==> src/rtl/uart_tx_pkg.sv <==
`default_nettype none
// ============================================================================
// Module   : uart_tx_pkg
// Purpose  : Shared types and constants for the UART transmit framer.
//            The state codes match the legacy TX line-select encoding so that
//            debug probes and existing decode tables keep their meaning.
// Contents : tx_state_e   - frame engine state enumeration (3 bits)
//            c_line_*     - serial line levels for idle, start and stop bits
// Revision : 1.0 - initial release
// ============================================================================
package uart_tx_pkg;

  typedef enum logic [2:0] {
    ST_IDLE   = 3'b000,
    ST_START  = 3'b001,
    ST_DATA   = 3'b010,
    ST_PARITY = 3'b011,
    ST_STOP1  = 3'b100,
    ST_STOP2  = 3'b101
  } tx_state_e;

  localparam logic c_line_idle  = 1'b1;
  localparam logic c_line_start = 1'b0;
  localparam logic c_line_stop  = 1'b1;

endpackage : uart_tx_pkg
`default_nettype wire

==> src/rtl/uart_tx_parity.sv <==
`default_nettype none
// ============================================================================
// Module   : uart_tx_parity
// Purpose  : Combinational parity generator: XOR-reduce of the data word with
//            a type select. Shared with the RX parity checker.
// Ports    : i_data   [DATA_WIDTH-1:0]  word to protect
//            i_odd                      0 = even parity, 1 = odd parity
//            o_parity                   parity bit to transmit / compare
// Revision : 1.0 - initial release
// ============================================================================
module uart_tx_parity #(
  parameter int DATA_WIDTH = 8
) (
  input  logic [DATA_WIDTH-1:0] i_data,
  input  logic                  i_odd,
  output logic                  o_parity
);

  // Even parity makes the total count of ones even, so it equals the XOR of
  // the data; odd parity is simply its complement.
  assign o_parity = (^i_data) ^ i_odd;

endmodule : uart_tx_parity
`default_nettype wire

==> src/rtl/uart_tx_frame.sv <==
`default_nettype none
// ============================================================================
// Module   : uart_tx_frame
// Purpose  : Registered UART transmit frame engine. Accepts a parallel word on
//            a valid pulse and serialises start, data (LSB first), optional
//            parity and one or two stop bits, one bit per baud tick. The
//            serial line is driven straight from a flop.
// Ports    : clk            system clock, rising edge
//            rst_n          asynchronous active-low reset
//            i_tick         baud enable, marks a bit boundary
//            i_p_data       parallel word to send
//            i_data_valid   send request, honoured only while idle
//            i_par_en       1 = insert parity bit
//            i_par_typ      0 = even, 1 = odd parity
//            i_stop2        0 = one stop bit, 1 = two stop bits
//            o_tx_out       serial line, idle high
//            o_busy         high while a frame is in progress
//            o_frame_done   one-cycle pulse on return to idle
// Revision : 1.0 - initial release
// ============================================================================
module uart_tx_frame
  import uart_tx_pkg::*;
#(
  parameter int DATA_WIDTH = 8
) (
  input  logic                  clk,
  input  logic                  rst_n,
  input  logic                  i_tick,
  input  logic [DATA_WIDTH-1:0] i_p_data,
  input  logic                  i_data_valid,
  input  logic                  i_par_en,
  input  logic                  i_par_typ,
  input  logic                  i_stop2,
  output logic                  o_tx_out,
  output logic                  o_busy,
  output logic                  o_frame_done
);

  localparam int CNT_W = (DATA_WIDTH > 1) ? $clog2(DATA_WIDTH) : 1;
  localparam logic [CNT_W-1:0] c_cnt_last = CNT_W'(DATA_WIDTH - 1);

  tx_state_e             r_state,   w_state_nxt;
  logic [DATA_WIDTH-1:0] r_shift,   w_shift_nxt;
  logic [CNT_W-1:0]      r_cnt,     w_cnt_nxt;
  logic                  r_par_en,  w_par_en_nxt;
  logic                  r_stop2,   w_stop2_nxt;
  logic                  r_par_bit, w_par_bit_nxt;
  logic                  r_tx,      w_tx_nxt;
  logic                  r_busy,    w_busy_nxt;
  logic                  r_done,    w_done_nxt;
  logic                  w_par;

  // Parity is taken from the word at the moment it is latched, so it always
  // describes exactly the bits that go out on the line.
  uart_tx_parity #(
    .DATA_WIDTH (DATA_WIDTH)
  ) u_parity (
    .i_data   (i_p_data),
    .i_odd    (i_par_typ),
    .o_parity (w_par)
  );

  always_ff @(posedge clk or negedge rst_n) begin
    if (!rst_n) begin
      r_state   <= ST_IDLE;
      r_shift   <= '0;
      r_cnt     <= '0;
      r_par_en  <= 1'b0;
      r_stop2   <= 1'b0;
      r_par_bit <= 1'b0;
      r_tx      <= c_line_idle;
      r_busy    <= 1'b0;
      r_done    <= 1'b0;
    end else begin
      r_state   <= w_state_nxt;
      r_shift   <= w_shift_nxt;
      r_cnt     <= w_cnt_nxt;
      r_par_en  <= w_par_en_nxt;
      r_stop2   <= w_stop2_nxt;
      r_par_bit <= w_par_bit_nxt;
      r_tx      <= w_tx_nxt;
      r_busy    <= w_busy_nxt;
      r_done    <= w_done_nxt;
    end
  end

  always_comb begin
    w_state_nxt   = r_state;
    w_shift_nxt   = r_shift;
    w_cnt_nxt     = r_cnt;
    w_par_en_nxt  = r_par_en;
    w_stop2_nxt   = r_stop2;
    w_par_bit_nxt = r_par_bit;
    w_done_nxt    = 1'b0;

    unique case (r_state)
      ST_IDLE: begin
        // Tick is irrelevant here: acceptance is purely on the valid strobe.
        if (i_data_valid) begin
          w_shift_nxt   = i_p_data;
          w_par_en_nxt  = i_par_en;
          w_stop2_nxt   = i_stop2;
          w_par_bit_nxt = w_par;
          w_cnt_nxt     = '0;
          w_state_nxt   = ST_START;
        end
      end
      ST_START: begin
        if (i_tick) begin
          w_cnt_nxt   = '0;
          w_state_nxt = ST_DATA;
        end
      end
      ST_DATA: begin
        if (i_tick) begin
          w_shift_nxt = {1'b0, r_shift[DATA_WIDTH-1:1]};
          if (r_cnt == c_cnt_last) begin
            w_cnt_nxt   = '0;
            w_state_nxt = r_par_en ? ST_PARITY : ST_STOP1;
          end else begin
            w_cnt_nxt   = r_cnt + CNT_W'(1);
          end
        end
      end
      ST_PARITY: begin
        if (i_tick) begin
          w_state_nxt = ST_STOP1;
        end
      end
      ST_STOP1: begin
        if (i_tick) begin
          if (r_stop2) begin
            w_state_nxt = ST_STOP2;
          end else begin
            w_state_nxt = ST_IDLE;
            w_done_nxt  = 1'b1;
          end
        end
      end
      ST_STOP2: begin
        if (i_tick) begin
          w_state_nxt = ST_IDLE;
          w_done_nxt  = 1'b1;
        end
      end
      default: begin
        w_state_nxt = ST_IDLE;
      end
    endcase
  end

  // The line flop is loaded with the level belonging to the state being
  // entered, so the output changes on the same edge as the state register.
  always_comb begin
    w_tx_nxt = c_line_idle;
    unique case (w_state_nxt)
      ST_IDLE:   w_tx_nxt = c_line_idle;
      ST_START:  w_tx_nxt = c_line_start;
      ST_DATA:   w_tx_nxt = w_shift_nxt[0];
      ST_PARITY: w_tx_nxt = w_par_bit_nxt;
      ST_STOP1:  w_tx_nxt = c_line_stop;
      ST_STOP2:  w_tx_nxt = c_line_stop;
      default:   w_tx_nxt = c_line_idle;
    endcase
  end

  assign w_busy_nxt = (w_state_nxt != ST_IDLE);

  assign o_tx_out     = r_tx;
  assign o_busy       = r_busy;
  assign o_frame_done = r_done;

endmodule : uart_tx_frame
`default_nettype wire

==> config.mk <==
export PLATFORM = sky130hd
export DESIGN_NAME = uart_tx_frame
export DESIGN_NICKNAME = d
export VERILOG_FILES = /design/src/rtl/uart_tx_pkg.sv /design/src/rtl/uart_tx_parity.sv /design/src/rtl/uart_tx_frame.sv
export SDC_FILE = /design/constraint.sdc
export NUM_CORES = 1
export LEC_CHECK = 0
export ABC_AREA = 1
export BUFFER_PORTS_ARGS = -buffer_cell sky130_fd_sc_hd__buf_4
export CAP_MARGIN = 20
export CELL_PAD_IN_SITES_DETAIL_PLACEMENT = 1
export CELL_PAD_IN_SITES_GLOBAL_PLACEMENT = 1
export CORE_UTILIZATION = 43
export CTS_BUF_LIST = sky130_fd_sc_hd__clkbuf_4
export CTS_CLUSTER_DIAMETER = 30
export DETAILED_ROUTE_END_ITERATION = 10
export GPL_TIMING_DRIVEN = 0
export PLACE_DENSITY_LB_ADDON = 0.05
export SYNTH_ARGS = -nofsm -noshare
export SYNTH_HDL_FRONTEND = slang
export SYNTH_SLANG_ARGS = --single-unit
==> constraint.sdc <==
create_clock -name clk -period 1.8 [get_ports clk]
set_input_delay 0.36 -clock clk [delete_from_list [all_inputs] [get_ports clk]]
set_output_delay 0.36 -clock clk [all_outputs]
set_load 0.01 [all_outputs]
==> impl_metrics.toml, run 1 <==
[critical_path]
critPathRequiredTime_ns = 1.99
start_kind = "flip-flop"
reg2reg_depth = 10
r2r_slack_ns = 0.10
endpoint_kind = "flip-flop"
critical_path_class = "flip-flop to flip-flop"
timing.rr.end = "o_busy"
crit_arrival_ns = 1.89
cp_max_fo = 3
regToRegStartpoint = "r_cnt[0]"

[sta]
hold_viol = 0
relSlewSlack = 0.685
finalCritPeriodShare = 0.942
clock_skew_ns = 0.0132
fin_ws_ns = 0.104
worst_pin_slew_ns = 0.468
drv_slew = 0
fmax_mhz = 589
layout_min_cycle_time_ns = 1.70
setup_violations = 0

[pwr]
powerDensity_mw_per_mm2 = 1430
irDropWorstVdd_uv = 934
p_leak_nw = 0.787
p_int_mw = 1.15
pwr-share-seq = 0.377
p_clk_frac = 0.116
switching_share = 0.441
combPwrFrac = 0.507
p_sw_mw = 0.904

[floorplanning]
rows = 18
io_pins = 18
die_w_um = 55.1
die-area_mm2 = 0.00304
start_util = 0.473
die_h_um = 55.1
core_area_mm2 = 0.00257

[drt]
wl_um = 2780
drc = 0
drtIter0Drc = 7
avgRoutedWirePerCell_um = 13.2
drt-pass1-iter-count = 4
viasPerCell = 5.08
final_antenna_net_count = 0
vias = 1071

[global_routing]
grt_max_degree = 21
grt_pass1_vias = 1077
antenna_found_initial = 0
grt_pass1_wl_um = 4570
grt-ovfl-total = 0
track_usage = 0.215

[clock_tree]
clockRootBuffer = "clkbuf_4"
clk_path_buf_depth = 2
tritoncts = "done"
clock-sinks = 20
cts-buffers-inserted = 3
clkLatencyLatePin_ns = 0.30
htree_levels = 1
clk_pin_slew_worst_paths_ns = 0.12

[synthesis]
yosysWarnings = 0
synth_area_mm2 = 0.00121
syn_inst = 158
synth-seq-area-share = 0.413
synth.ff_latch_count = 20
syn_avg_cell_area_um2 = 7.68
yosysUniqueCellTypes = 31
synth_top_area_cell = "dfrtp_1"
yosysTopAreaCellShare = 0.392
synth_flop_cell = "dfrtp_1"
syn-num-nets = 175
synthTopCellsByCount = "44 x nand2_1, 22 x inv_1, 19 x dfrtp_1"
synth_area_leaders = "dfrtp_1 39%, nand2_1 14%, inv_1 6.8%"
postSynth.asyncResetShare = 1.00
synth_edf_count = 0
synth.most_common_cell = "nand2_1"

[min_path]
hp-start = "i_par_en"
hold_class = "input pin to flip-flop"
hold_depth = 3
min_to = "r_par_en"

[flow_run]
timing.max_cap.violations = 0

[final_layout]
final_cells = 211
insertedDiodeCount = 0
drive_above_1_share = 0.254
nets = 199
synthToLayoutAreaGrowth_pct = 18.2

[placed_design]
io_buffers = 17
pre_cts_ws_ns = 0.0525
dp_hpwl_um = 2210
gp_congestion = 0.891
dp.cells = 205

[status]
status = "completed"
repair_timing:
item                                   in CTS  in global routing
hold buffers                                1                  0
gates resized for setup                     0                  3
endpoints found under the hold margin      19                  0
setup endpoints to repair                   0                  2
buffers inserted                            0                  1
layout make-up:
cell class                      count  area [um^2]
Inverter                           25         96.3
Sequential cell                    20          502
Buffer                              2         10.0
Clock buffer                        4         30.0
Multi-Input combinational cell    111          614
Fill cell                         344         1130
Timing Repair Buffer               19          145
Tap cell                           30         37.5
routing by layer:
layer	routed length [um]	up-vias	global-route usage
li1	-	554	-
met1	1370	500	0.278
met2	1320	15	0.363
met3	81	2	0.0574
met4	10	0	0.0375
met5	0	-	0
worst max path at each step:
stage | from | to | slack [ns] | depth (start not counted)
floorplan | r_cnt[0] | o_busy | 0.24 | 10
global placement | r_cnt[0] | o_busy | 0.07 | 10
detailed placement | r_cnt[0] | o_busy | 0.05 | 10
CTS | r_cnt[0] | o_busy | 0.02 | 10
global route | r_cnt[0] | o_busy | -0.03 | 10
finish | r_cnt[0] | o_busy | 0.10 | 10
registers in the layout (all words and copies together), names as in the netlist:
signal	cells
r_stop2	1
r_shift	8
o_frame_done	1
o_tx_out	1
r_cnt	3
o_busy	1
r_par_en	1
r_state	3
r_par_bit	1
cells in the final DEF, fill, tap and decap left out:
cell type	netlist	final
dfrtp_1	19	19
inv_2	2	3
buf_2	2	2
or2_2	1	1
nand2_4	3	3
nor3_1	1	1
a21boi_0	1	1
nor2_1	9	9
nand2_2	1	1
nor2_8	1	1
nand3_2	1	1
or2_1	1	1
xnor2_1	1	1
a21bo_2	1	1
clkbuf_4	0	4
o211ai_1	2	2
ha_1	2	2
a2111oi_0	1	1
and2_1	1	1
a21oi_1	3	2
inv_1	22	21
buf_4	0	18
nor2_2	7	6
dlygate4sd3_1	0	1
o22ai_1	1	1
dfstp_2	1	1
nor2_4	1	2
o221ai_1	5	5
a21oi_2	0	1
nand2_1	44	44
inv_4	1	1
o31ai_1	1	1
o21ai_0	6	6
o21ai_1	1	1
nand3_1	15	15
kinds of logic after synthesis:
family,count (synthesis),share of synthesized area
buffers and inverters,27,0.0876
DFF,20,0.413
xor gates and xnor gates,1,0.00722
and+or+nand+nor,86,0.348
AOI/OAI and AO/OA,22,0.123
adders and majority gates,2,0.0206
stage by stage:
stage | utilization | hold slack (ns) | cell area [um^2] | total power [mW] | setup TNS [ns]
floorplan | - | 0.0644 | 1210 | 1.53 | 0
global placement | 0.537 | 0.249 | 1380 | 1.76 | 0
detailed placement | 0.537 | 0.253 | 1380 | 1.81 | 0
CTS | 0.553 | 0.234 | 1420 | 2.06 | 0
global route | 0.559 | 0.251 | 1440 | 2.24 | -0.0319
finish | 0.559 | 0.237 | 1440 | 2.05 | 0
critical path, stage by stage, from the launching register on:
cell     delay (ns)
dfrtp_1        0.42
ha_1           0.21
ha_1           0.20
nand2_1        0.10
inv_1          0.07
a21oi_2        0.15
nor2_4         0.06
nor2_4         0.10
nand3_2        0.10
nor2_1         0.11
nand2_1        0.05
power by group through the flow:
stage | Sequential, mW | Combinational, mW | Clock [mW]
finish | 0.774 | 1.04 | 0.237
global route | 0.796 | 1.18 | 0.257
CTS | 0.773 | 1.04 | 0.244
detailed placement | 0.782 | 1.03 | 0
global placement | 0.774 | 0.982 | 0
floorplan | 0.760 | 0.768 | 0
Note: power is estimated with default switching activity, not from simulation.
==> inputs of run 2 (changes only) <==
CTS_BUF_LIST = sky130_fd_sc_hd__clkbuf_8   (was sky130_fd_sc_hd__clkbuf_4)
CTS_CLUSTER_SIZE = 12   (was not set)
==> run 2 against run 1 <==
Count of clock-buffer cells in the layout shrank 1. Worst setup slack improved by 0.022 ns. Global-route usage is 0.17 points lower. Clock power rose by 22%. Die area did not move. Critical path depth decreased by 1. Worst hold slack gained 0.055 ns. First-iteration DRC count down 14%. Combinational power about the same. Wire length did not move. Non-clock buffer count down 1. Register-to-register slack better by 0.02 ns. Highest routed layer unchanged.
==> impl_metrics.toml, run 2 (synthesized netlist as in run 1, its figures left out) <==
[clock_tree]
clkLatencyLatePin_ns = 0.26
clock-sinks = 20
clockRootBuffer = "clkbuf_8"
clk_pin_slew_worst_paths_ns = 0.07
cts-buffers-inserted = 3
htree_levels = 1
clk_path_buf_depth = 2
tritoncts = "done"

[critical_path]
critPathRequiredTime_ns = 1.94
cp_max_fo = 5
cpLargestDelayFamily = "flip-flops"
start_kind = "flip-flop"
slowest_delay_ns = 0.41
path_cells = "ha_1 -> ha_1 -> inv_1 -> a21oi_1 -> nand2_1 -> nand3_1 -> a21bo_2 -> nor2_1 -> nand2_1"
path_buf_inv = 1
endpoint_kind = "flip-flop"
critical_path_class = "flip-flop to flip-flop"
crit_arrival_ns = 1.81
slowest_stage = "dfrtp_1"

[sta]
worst_pin_slew_ns = 0.454
hold_viol = 0
setup_violations = 0
fmax_mhz = 597
rsz0062_at_grt = "false"
finalCritPeriodShare = 0.930
hold-worst-slack_ns = 0.292
drv_slew = 0
layout_min_cycle_time_ns = 1.67
clock_skew_ns = 0.00775
relSlewSlack = 0.695
fin_tns_setup_ns = 0

[final_layout]
layout_commonest_cell = "nand2_1"
largest_reg_flops = 8
largestRegisters = "r_shift: 8 flops, r_cnt: 3 flops, r_state: 3 flops"
top_register = "r_shift"
final_cell_mix = "44 x nand2_1, 23 x inv_1, 19 x dfrtp_1"
drive_above_1_share = 0.239
final_core_util = 0.562
nets = 198
insertedDiodeCount = 0
synthToLayoutAreaGrowth_pct = 18.9

[floorplanning]
die_h_um = 55.1
core_area_mm2 = 0.00257
die-area_mm2 = 0.00304
io_pins = 18
rows = 18
start_util = 0.473
die_w_um = 55.1

[min_path]
hold_class = "input pin to flip-flop"

[pwr]
powerDensity_mw_per_mm2 = 1450
p_leak_nw = 0.790
irDropWorstVdd_uv = 953
fin_total_pwr_mw = 2.10

[drt]
avgRoutedWirePerCell_um = 13.2
drtIter0Drc = 6
wl_um = 2780
drt-pass1-iter-count = 4
viasPerCell = 5.14
vias = 1080
drc = 0
final_antenna_net_count = 0

[global_routing]
track_usage = 0.214
grt_pass1_wl_um = 4550
grt_pass1_vias = 1112
antenna_found_initial = 0
grt-ovfl-total = 0
grt_max_degree = 21

[placed_design]
dp_hpwl_um = 2210
io_buffers = 17
gp_congestion = 0.891

[flow_run]
timing.max_cap.violations = 0

[status]
status = "completed"
## run 2: path summary, 6_finish.rpt
path                           from         end  slack, ns  cells after the start
setup / recovery           r_cnt[0]      o_busy       0.13                      9
hold / removal             i_par_en    r_par_en       0.29                      3
setup reg to reg           r_cnt[0]      o_busy       0.13                      9
hold reg to reg            r_par_en    r_par_en       0.49                      2
max in group asynchronous     rst_n    o_tx_out       1.02                      2
min in group asynchronous     rst_n  r_shift[7]       0.51                      2
## run 2: final cells by class
cell class,instances,area [um^2]
inverter,25,96.3
clock inverter,1,3.75
buffer,2,10.0
sequential,20,502
multi-input combinational,111,614
timing repair buffer,18,138
clock buffer,3,41.3
fill,342,1120
tap,30,37.5
## run 2: timing repair
action / in CTS / in global routing
hold endpoints to repair: 19 / 0
gates resized for setup: 0 / 2
setup buffers: 0 / 0
hold buffers: 1 / 0
endpoints found under the setup margin: 0 / 2
## run 2: where the power goes
part / switching [mW] / internal, mW / leakage [nW]
Combinational: 0.642 / 0.389 / 0.514
Clock: 0.138 / 0.152 / 0.0269
Sequential: 0.122 / 0.654 / 0.249
## run 2: per-layer routing
layer | GRT usage | wire length [um] | vias to the layer above
met4 | 0.0500 | 15 | 0
met2 | 0.365 | 1330 | 15
met5 | 0 | 0 | -
met1 | 0.266 | 1360 | 512
met3 | 0.0574 | 78 | 2
li1 | - | - | 551
## run 2: stage by stage
step                      std cells  area [um^2]  worst slack, ns
after floorplan                 158         1210            0.236
after global placement          205         1380           0.0740
after detailed placement        205         1380           0.0525
after CTS                       210         1430           0.0240
after global routing            210         1440          0.00391
final                           210         1440            0.126
## run 2: worst min-delay path, delay by kind of cell
family,cells,cell delay (ns)
simple gates,2,0.08
buf+inv,1,0.08
==> inputs of run 3 (changes only) <==
CORE_UTILIZATION = 42   (was 43)
SYNTH_HIERARCHICAL = 1   (was not set)
==> run 3 against run 2 <==
Synthesized cell count grew 4.4%. Non-clock buffer count is the same. Cell count increased by 3.8%. Sequential share of layout area decreased by 0.51 points. Synthesized area increased by 0.21%. Largest cell class unchanged. Highest routed layer unchanged.
==> impl_metrics.toml, run 3 <==
[final_layout]
final_cell_mix = "48 x nand2_1, 27 x inv_1, 20 x nand3_1"
nets = 205
largest_reg_flops = 8
insertedDiodeCount = 0
top_register = "r_shift"
synthToLayoutAreaGrowth_pct = 20.4
layout_commonest_cell = "nand2_1"
final_core_util = 0.531
drive_above_1_share = 0.230
largestRegisters = "r_shift: 8 flops, r_cnt: 3 flops, r_state: 3 flops"
final_cells = 218
fill_cells = 361

[synthesis]
syn_inst = 165
synth_edf_count = 0
synth_top_area_cell = "dfrtp_1"
yosysTopAreaCellShare = 0.391
syn_avg_cell_area_um2 = 7.37
yosysWarnings = 6
synth_area_leaders = "dfrtp_1 39%, nand2_1 15%, inv_1 8.3%"
yosysUniqueCellTypes = 26
postSynth.asyncResetShare = 1.00
syn-num-nets = 182
synthTopCellsByCount = "48 x nand2_1, 27 x inv_1, 20 x nand3_1"
synth_flop_cell = "dfrtp_1"
synth-seq-area-share = 0.413
synth.ff_latch_count = 20
synth.most_common_cell = "nand2_1"
synth_area_mm2 = 0.00122

[critical_path]
regToRegStartpoint = "r_cnt[0]"
start_kind = "flip-flop"
critPathRequiredTime_ns = 1.94
crit_arrival_ns = 1.72
cp_max_fo = 4
r2r_slack_ns = 0.22
timing.rr.end = "o_busy"
reg2reg_depth = 8
endpoint_kind = "flip-flop"
critical_path_class = "flip-flop to flip-flop"

[sta]
worst_pin_slew_ns = 0.293
hold-worst-slack_ns = 0.345
hold_viol = 0
relSlewSlack = 0.805
clock_skew_ns = 0.00539
drv_slew = 0
layout_min_cycle_time_ns = 1.58
setup_violations = 0
rsz0062_at_grt = "false"
fmax_mhz = 634
fin_tns_setup_ns = 0
finalCritPeriodShare = 0.877
fin_ws_ns = 0.222

[drt]
wl_um = 3100
final_antenna_net_count = 0
drt-pass1-iter-count = 4
drc = 0
viasPerCell = 5.04
drtIter0Drc = 20
vias = 1098
avgRoutedWirePerCell_um = 14.2

[min_path]
hp-start = "i_par_en"
hold_depth = 3
min_to = "r_par_en"
hold_class = "input pin to flip-flop"

[global_routing]
grt_pass1_wl_um = 5420
grt_pass1_vias = 1188
antenna_found_initial = 0
track_usage = 0.221
grt_max_degree = 21
grt-ovfl-total = 0

[pwr]
irDropWorstVdd_uv = 890
p_leak_nw = 0.833
powerDensity_mw_per_mm2 = 1560

[floorplanning]
die_h_um = 55.8
start_util = 0.441
rows = 19
die-area_mm2 = 0.00311
die_w_um = 55.8
io_pins = 18
core_area_mm2 = 0.00276

[clock_tree]
cts_resized = 0
clk_pin_slew_worst_paths_ns = 0.08
clockRootBuffer = "clkbuf_8"
clk_path_buf_depth = 2
htree_levels = 1
clkLatencyLatePin_ns = 0.26
cts-buffers-inserted = 3
clock-sinks = 20
tritoncts = "done"
ctsHoldBuffers = 1
cts_setup_buffers = 0

[placed_design]
gp_congestion = 0.818
io_buffers = 17
dp.cells = 213
dp_hpwl_um = 2240
pre_cts_ws_ns = 0.242

[flow_run]
timing.max_cap.violations = 0

[status]
status = "completed"
-- run 3: changes by cell type in the layout (fill, tap and decap cells not counted), moves of 2 or more --
cell / previous run / this run
inv_1: 23 / 27
nand2_1: 44 / 48
nand2_2: 1 / 6
nand3_1: 15 / 20
nor2_2: 6 / 2
o21ai_2: 0 / 2
-- run 3: where the power goes --
group / leakage (nW) / internal [mW] / total [mW] / switching (mW)
sequential: 0.249 / 0.656 / 0.782 / 0.126
combinational: 0.549 / 0.382 / 1.04 / 0.662
clock: 0.0357 / 0.297 / 0.456 / 0.159
total: 0.833 / 1.34 / 2.28 / 0.947
-- run 3: how the worst max path moves through the flow --
stage / startpoint / endpoint / slack (ns)
2_1_floorplan: r_cnt[0] / o_busy / 0.47
3_3_place_gp: r_cnt[0] / o_tx_out / 0.32
3_5_place_dp: r_cnt[0] / o_busy / 0.24
4_1_cts: r_cnt[0] / o_tx_out / 0.22
5_1_grt: r_cnt[0] / o_tx_out / 0.07
6_report: r_cnt[0] / o_busy / 0.22
-- run 3: per-layer routing --
metal	track usage	part of all wire	wire, um	vias to the layer above
met4	0.0871	0.020	62	0
met1	0.283	0.45	1400	508
met3	0.0233	0.020	63	6
met2	0.384	0.51	1570	20
met5	0	0	0	-
li1	-	-	-	564
-- run 3: cells by family (layout without fill, tap and decap cells) --
| kind of cell | count (synthesis) | after routing | share of synthesized area |
|---|---|---|---|
| and+or+nand+nor | 92 | 92 | 0.353 |
| AOI/OAI and AO/OA | 17 | 17 | 0.0957 |
| DFF | 20 | 20 | 0.413 |
| xor gates and xnor gates | 1 | 1 | 0.00720 |
| buffers and inverters | 33 | 55 | 0.111 |
| adders and majority gates | 2 | 2 | 0.0206 |
-- run 3: cell type report --
| type | count | area, um^2 | area share |
|---|---|---|---|
| multi-input combinational | 112 | 579 | 0.396 |
| sequential | 20 | 502 | 0.343 |
| timing repair buffer | 18 | 138 | 0.0940 |
| clock buffer | 3 | 41.3 | 0.0282 |
| buffer | 2 | 16.3 | 0.0111 |
| tap | 31 | 38.8 | 0.0265 |
| inverter | 31 | 119 | 0.0812 |
| clock inverter | 1 | 30.0 | 0.0205 |
-- run 3: per-stage QoR --
step	area, um^2	power (mW)
detailed placement	1380	1.82
finish	1460	2.28
global placement	1380	1.76
floorplan	1220	1.52
global route	1460	2.46
CTS	1460	2.30
-- run 3: worst max-delay path, stage by stage (launching register included) --
cell and delay, ns:
dfrtp_1 0.41, ha_1 0.21, ha_1 0.23, nand2_1 0.09
inv_1 0.04, nand3_1 0.11, nand3_1 0.10, nor2_2 0.15
nand3_1 0.10
